[src/rtl/pipe_skid_register.sv]
// Two-entry pipeline register: main entry M drives the output, skid entry S absorbs
// the one payload accepted while M is stalled, so in_ready never depends on out_ready.
module pipe_skid_register #(
  parameter int unsigned            WIDTH  = 64,
  parameter logic [WIDTH-1:0]       BUBBLE = '0,
  parameter int unsigned            CNT_W  = 16
) (
  input  logic             clk,
  input  logic             reset,
  input  logic             in_valid,
  input  logic [WIDTH-1:0] in_data,
  output logic             in_ready,
  output logic             out_valid,
  output logic [WIDTH-1:0] out_data,
  input  logic             out_ready,
  input  logic             flush,
  input  logic             clr_stats,
  output logic [CNT_W-1:0] stall_cnt
);

  logic [WIDTH-1:0] m_q, m_d;
  logic [WIDTH-1:0] s_q, s_d;
  logic             mv_q, mv_d;
  logic             sv_q, sv_d;
  logic [CNT_W-1:0] stall_cnt_q, stall_cnt_d;

  logic accept;
  logic release_m;

  assign in_ready  = ~sv_q & ~flush;
  assign accept    = in_valid & in_ready;
  assign release_m = mv_q & out_ready;

  assign out_valid = mv_q;
  assign out_data  = mv_q ? m_q : BUBBLE;
  assign stall_cnt = stall_cnt_q;

  always_comb begin
    m_d  = m_q;
    s_d  = s_q;
    mv_d = mv_q;
    sv_d = sv_q;
    if (flush) begin
      mv_d = 1'b0;
      sv_d = 1'b0;
    end else if (!mv_q || release_m) begin
      // M is free this edge: refill from skid first to keep acceptance order.
      if (sv_q) begin
        m_d  = s_q;
        mv_d = 1'b1;
        sv_d = 1'b0;
      end else if (accept) begin
        m_d  = in_data;
        mv_d = 1'b1;
      end else begin
        mv_d = 1'b0;
      end
    end else if (accept) begin
      s_d  = in_data;
      sv_d = 1'b1;
    end
  end

  always_comb begin
    stall_cnt_d = stall_cnt_q;
    if (clr_stats) begin
      stall_cnt_d = '0;
    end else if (mv_q && !out_ready && !(&stall_cnt_q)) begin
      stall_cnt_d = stall_cnt_q + CNT_W'(1);
    end
  end

  always_ff @(posedge clk or posedge reset) begin
    if (reset) begin
      m_q         <= '0;
      s_q         <= '0;
      mv_q        <= 1'b0;
      sv_q        <= 1'b0;
      stall_cnt_q <= '0;
    end else begin
      m_q         <= m_d;
      s_q         <= s_d;
      mv_q        <= mv_d;
      sv_q        <= sv_d;
      stall_cnt_q <= stall_cnt_d;
    end
  end

endmodule
[config.mk]
export PLATFORM = sky130hd
export DESIGN_NAME = pipe_skid_register
export DESIGN_NICKNAME = d
export VERILOG_FILES = /design/src/rtl/pipe_skid_register.sv
export SDC_FILE = /design/constraint.sdc
export NUM_CORES = 1
export LEC_CHECK = 0
export BUFFER_PORTS_ARGS = -buffer_cell sky130_fd_sc_hd__buf_2
export CORE_ASPECT_RATIO = 1.4
export CORE_MARGIN = 10
export CORE_UTILIZATION = 49
export DETAILED_ROUTE_END_ITERATION = 7
export GPL_TIMING_DRIVEN = 1
export MAX_ROUTING_LAYER = met4
export PLACE_DENSITY = 0.76
export SLEW_MARGIN = 20
export SYNTH_ARGS = -nofsm -noshare
export SYNTH_HDL_FRONTEND = slang
export SYNTH_SLANG_ARGS = --single-unit
export TNS_END_PERCENT = 30
[constraint.sdc]
create_clock -name clk -period 4.6 [get_ports clk]
set_input_delay 0.92 -clock clk [delete_from_list [all_inputs] [get_ports clk]]
set_output_delay 0.92 -clock clk [all_outputs]
set_load 0.02 [all_outputs]
==> results of run 1 <==
## cells in the mapped netlist, drive strengths merged
master / instances / area (sq um)
nand2: 8 / 30.0
buf: 27 / 135
nand2b: 1 / 6.26
dfrtp: 146 / 3650
o21bai: 1 / 7.51
and4bb: 1 / 12.5
mux2: 67 / 758
mux2i: 65 / 651
nor3: 2 / 10.0
ha: 1 / 12.5
a311oi: 1 / 8.76
or3: 3 / 18.8
and4b: 1 / 10.0
o31ai: 6 / 45.0
a21oi: 75 / 375
and2b: 1 / 7.51
or4b: 1 / 10.0
inv: 5 / 18.8
nand3: 7 / 55.1
clkbuf: 9 / 33.8
nor2b: 3 / 18.8
and3: 5 / 33.8
nand4: 6 / 43.8
or4: 6 / 45.0
o41ai: 1 / 8.76
and2: 64 / 400
o311ai: 1 / 8.76
nor4: 4 / 40.0
nor2: 71 / 269
o21ai: 3 / 15.0
## power breakdown
| group | total (mW) | leakage [nW] | switching, mW | internal [mW] |
|---|---|---|---|---|
| logic | 0.543 | 1.69 | 0.282 | 0.261 |
| clock network | 1.32 | 0.261 | 0.543 | 0.780 |
| registers | 1.64 | 1.73 | 0.115 | 1.52 |
| total | 3.50 | 3.69 | 0.940 | 2.56 |
## layer usage
metal	vias to the layer above	global-route usage, %	wire (microns)	part of all wire, %
li1	2342	-	-	-
met1	2414	19.2	6500	42
met2	100	28.0	8020	52
met3	13	4.29	664	4.3
met4	0	4.62	146	0.95
met5	-	-	0	0
## worst reg2reg max path: stages (launching register included)
cell and delay (ns):
dfrtp_4 0.51, nor2_1 0.24, nand3_4 0.73, mux2_2 0.60
## cell type report
| cell class | count | share of cell area [%] |
|---|---|---|
| Antenna cell | 1 | 0.0305 |
| Inverter | 5 | 0.274 |
| Clock inverter | 13 | 1.54 |
| Tap cell | 182 | 2.77 |
| Multi-Input combinational cell | 405 | 35.5 |
| Clock buffer | 19 | 5.52 |
| Timing Repair Buffer | 156 | 9.81 |
| Sequential cell | 146 | 44.6 |
## through the flow
stage               utilization, %  hold WS [ns]  cell area, sq um
finish                        61.0         0.505              8210
global route                  61.0         0.514              8210
CTS                           61.0         0.507              8210
detailed placement            56.7         0.494              7630
global placement              56.7         0.487              7630
floorplan                        -         0.479              6750
## logic make-up after synthesis
logic type               share of synthesized area, %
AO/OA/AOI/OAI                                    6.96
adder cells (fa/ha/maj)                         0.186
buffers and inverters                            2.78
flip-flops                                       54.2
multiplexers                                     20.9
AND/OR/NAND/NOR                                  15.0
## worst paths after layout
path                                endpoint  slack, ns  depth (start not counted)
max in group asynchronous               sv_q       3.22                          3
worst max register to register       s_q[23]       2.39                          3
worst min-delay path                 s_q[31]       0.50                          1
worst min register to register       s_q[31]       0.50                          1
min in group asynchronous            s_q[35]       0.76                          3
worst max-delay path            out_data[62]       2.01                          3
## state kept, by name, summed over array words and instances (netlist names)
| name | flops |
|---|---|
| m_q | 64 |
| sv_q | 1 |
| out_valid | 1 |
| stall_cnt | 16 |
| s_q | 64 |
==> impl_metrics.csv, run 1 <==
group,metric,value,unit
synth,seq_area_frac_synth,54.2,%
finish,syn_to_final_growth,21.8,%
drt,via_per_inst,5.25,
timing,slew_viol_final,0,
finish,final_cells,927,
finish,finalNetCount,802,
finish,fillerInstances,1137,
floorplanning,core-area,13500,sq um
timing,rsz0062_at_grt,"false",
timing,setup-violations-final,0,
place,dp_hpwl,10400,microns
critical_path,cp_slowest_stage_delay,0.48,ns
finish,final_common_cell,"buf_2",
run_status,status,"complete, no violations",
drt,drt_wl_total,15300,microns
critical_path,critPathSlowestCell,"buf_4",
critical_path,critPathBufInv,2,
clocking,cts_setup_buffers,0,
pwr,vdd_drop_max,0.243,mV
floorplanning,ios,152,
critical_path,crit_chain,"buf_4 > and2_1 > buf_2",
synth,syn_area,6740,sq um
pwr,power_leakage,3.69,nW
clocking,htreeDepth,4,
drt,antenna_left,0,
critical_path,endpoint_kind,"output pin",
finish,regArea,3660,sq um
timing,fin_crit_sh,56.4,%
timing,fin_ws,2.01,ns
global_route,grt_first_pass_wirelength,25500,microns
clocking,holdBufCountCts,0,
timing,fin_skew,0.00861,ns
synth,ys_warn_count,0,
synth,synth_cell_types,36,
floorplanning,std_cell_rows,50,
finish,multiInputGateArea,2910,sq um
timing,fin_crit,2.59,ns
critical_path,startpoint,"out_valid",
drt,post_drt_wl_per_cell,16.5,microns
run,maxCapViolations,0,
global_route,grt_max_degree,147,
critical_path,critPathTopFamily,"buffers and inverters",
timing,fmax,386,MHz
floorplanning,start_util,50.1,%
critical_path,start_kind,"flop",
timing,tns,0,ns
synth,syn-instance-count,592,
pwr,total_power,3.50,mW
critical_path,cp.required,3.68,ns
synth,ys_seq_elements,146,
floorplanning,die_w,119,microns
clocking,cts_root_buf,"clkbuf_16",
global_route,grt_usage,16.7,%
place,place_ws,1.70,ns
critical_path,arrival,1.67,ns
global_route,grt_pass1_vias,5096,
place,portBuffers,151,
drt,dr.pass1.iters,4,
critical_path,crit_fanout,67,
place,finalWeightedCongestion,0.855,
min_path,hp-class,"flop to flop",
timing,tightest_slew,1.10,ns
pwr,powerDensity,427,nW/um^2
timing,hold_violations,0,
finish,final_layout_size_suffix_gt1_share,36.0,%
clocking,cts_repair_resize_count,0,
finish,final_cell_mix,"151 x buf_2, 144 x dfrtp_1, 75 x a21oi_1",
clocking,clkLatencyLatePin,0.40,ns
critical_path,critPathKind,"flop to output pin",
min_path,hold_start,"s_q[31]",
timing,slew_headroom,26.5,%
global_route,grt-ovfl-total,0,
drt,first_iter_violations,221,
floorplanning,fp.dieArea,18900,sq um
clocking,max-clock-path-buffers,2,
critical_path,worstReg2RegStart,"sv_q",
clocking,cts.clk_slew.worst_paths,0.06,ns
clocking,cts.sinks,146,
drt,drc,0,
global_route,antenna_found_initial,1,
clocking,cts_made_buffers,17,
synth,synth_area_per_cell,11.4,sq um
place,place_inst,894,
drt,vias,4869,
clocking,cts_tree,"done",
floorplanning,die_y,159,microns
synth,syn_nets,663,
No activity file was read; power rests on OpenSTA's default activity.
==> run 2, diff against run 1 <==
- CORE_UTILIZATION: 49 -> 50
- PLACE_DENSITY: 0.76 -> 0.75
- clock period: 4.6 -> 2.6 ns (I/O delays scaled with it)
==> run 2 against run 1 <==
  * Clock skew grew 0.0022 ns
  * Critical path depth stayed put
  * Final cell count rose by 0.22%
  * Non-clock buffer count grew 3
  * Largest cell class unchanged
  * Register-to-register slack lost 1.7 ns
  * Flip-flop and latch count is the same
  * Global-route usage is 0.76 points higher
==> impl_metrics.csv, run 2 (synthesized netlist as in run 1, its figures left out) <==
group,metric,value,unit
floorplanning,core-area,13300,sq um
timing,hold_violations,0,
timing,rsz0062_at_grt,"false",
timing,tns,0,ns
critical_path,critPathKind,"flop to output pin",
drt,first_iter_violations,244,
min_path,hp-class,"input port to async pin",
drt,dr.pass1.iters,4,
drt,vias,4880,
clocking,cts.sinks,146,
global_route,grt_pass1_vias,5280,
floorplanning,fp.dieArea,18600,sq um
critical_path,crit_fanout,55,
clocking,cts.clk_slew.worst_paths,0.06,ns
finish,syn_to_final_growth,23.7,%
floorplanning,die_w,118,microns
timing,tightest_slew,0.766,ns
floorplanning,std_cell_rows,50,
finish,finalNetCount,805,
drt,antenna_left,0,
timing,fmax,435,MHz
run,maxCapViolations,0,
place,place_ws,0.614,ns
floorplanning,ios,152,
place,portBuffers,151,
floorplanning,start_util,50.6,%
critical_path,endpoint_kind,"output pin",
timing,slew_headroom,48.5,%
clocking,cts_made_buffers,17,
timing,fin_ws,0.300,ns
timing,whs,0.119,ns
drt,post_drt_wl_per_cell,16.9,microns
timing,setup-violations-final,0,
finish,final_util,62.6,%
finish,fillerInstances,1125,
pwr,vdd_drop_max,0.410,mV
global_route,grt_usage,17.4,%
clocking,clkLatencyLatePin,0.40,ns
run_status,status,"complete, no violations",
place,finalWeightedCongestion,0.876,
global_route,grt_first_pass_wirelength,26000,microns
clocking,holdBufCountCts,0,
place,place_inst,897,
drt,drc,0,
place,dp_hpwl,10600,microns
timing,fin_skew,0.0108,ns
clocking,cts_setup_buffers,0,
drt,via_per_inst,5.25,
timing,fin_crit,2.30,ns
floorplanning,die_y,157,microns
finish,final_cells,929,
timing,fin_crit_sh,88.4,%
global_route,antenna_found_initial,2,
critical_path,start_kind,"flop",
finish,final_layout_size_suffix_gt1_share,36.0,%
clocking,cts_root_buf,"clkbuf_16",
pwr,powerDensity,786,nW/um^2
critical_path,arrival,1.78,ns
finish,final_cell_mix,"151 x buf_2, 144 x dfrtp_1, 75 x a21oi_1",
timing,slew_viol_final,0,
finish,final_common_cell,"buf_2",
clocking,cts_tree,"done",
drt,drt_wl_total,15700,microns
clocking,htreeDepth,4,
global_route,grt-ovfl-total,0,
clocking,max-clock-path-buffers,2,
pwr,power_leakage,3.76,nW
clocking,cts_repair_resize_count,0,
global_route,grt_max_degree,101,
critical_path,cp.required,2.08,ns
==> run 2: layer usage <==
layer / vias up / wire, microns / global-route usage (%)
met4: 0 / 202 / 4.84
met5: - / 0 / -
li1: 2355 / - / -
met3: 13 / 694 / 4.59
met1: 2400 / 6590 / 19.3
met2: 112 / 8220 / 30.4
==> run 2: where the power goes <==
group          internal, mW  total, mW  switching (mW)
combinational         0.467      0.967           0.500
clock                  1.77       2.69           0.916
sequential             2.70       2.90           0.208
==> run 2: area by class of cell <==
| type | instances | area (sq um) | area share [%] |
|---|---|---|---|
| Inverter | 5 | 22.5 | 0.270 |
| Antenna cell | 2 | 5.00 | 0.0600 |
| Sequential cell | 146 | 3660 | 43.9 |
| Clock buffer | 21 | 470 | 5.64 |
| Clock inverter | 9 | 179 | 2.14 |
| Timing Repair Buffer | 159 | 866 | 10.4 |
| Multi-Input combinational cell | 405 | 2910 | 34.9 |
| Tap cell | 182 | 228 | 2.73 |
==> run 2: per-stage QoR <==
stage | power [mW] | instance area, sq um
2_1_floorplan | 3.58 | 6750
3_3_place_gp | 3.85 | 7690
3_5_place_dp | 3.92 | 7690
4_1_cts | 6.63 | 8340
5_1_grt | 6.87 | 8340
6_report | 6.56 | 8340
==> run 2: worst paths after layout <==
kind | startpoint | slack (ns) | end | cells past startpoint
max reg2reg | stall_cnt[0] | 0.74 | stall_cnt[15] | 5
min | reset | 0.12 | stall_cnt[12] | 2
max in group asynchronous | reset | 1.79 | m_q[19] | 3
min in group clk | flush | 0.31 | out_valid | 2
min reg2reg | s_q[59] | 0.50 | s_q[59] | 1
max | out_valid | 0.30 | out_data[58] | 3
==> run 2: critical path, stage by stage, from the launching register on <==
cell and delay (ns):
dfrtp_2 0.50, buf_4 0.45, and2_1 0.23, buf_2 0.18
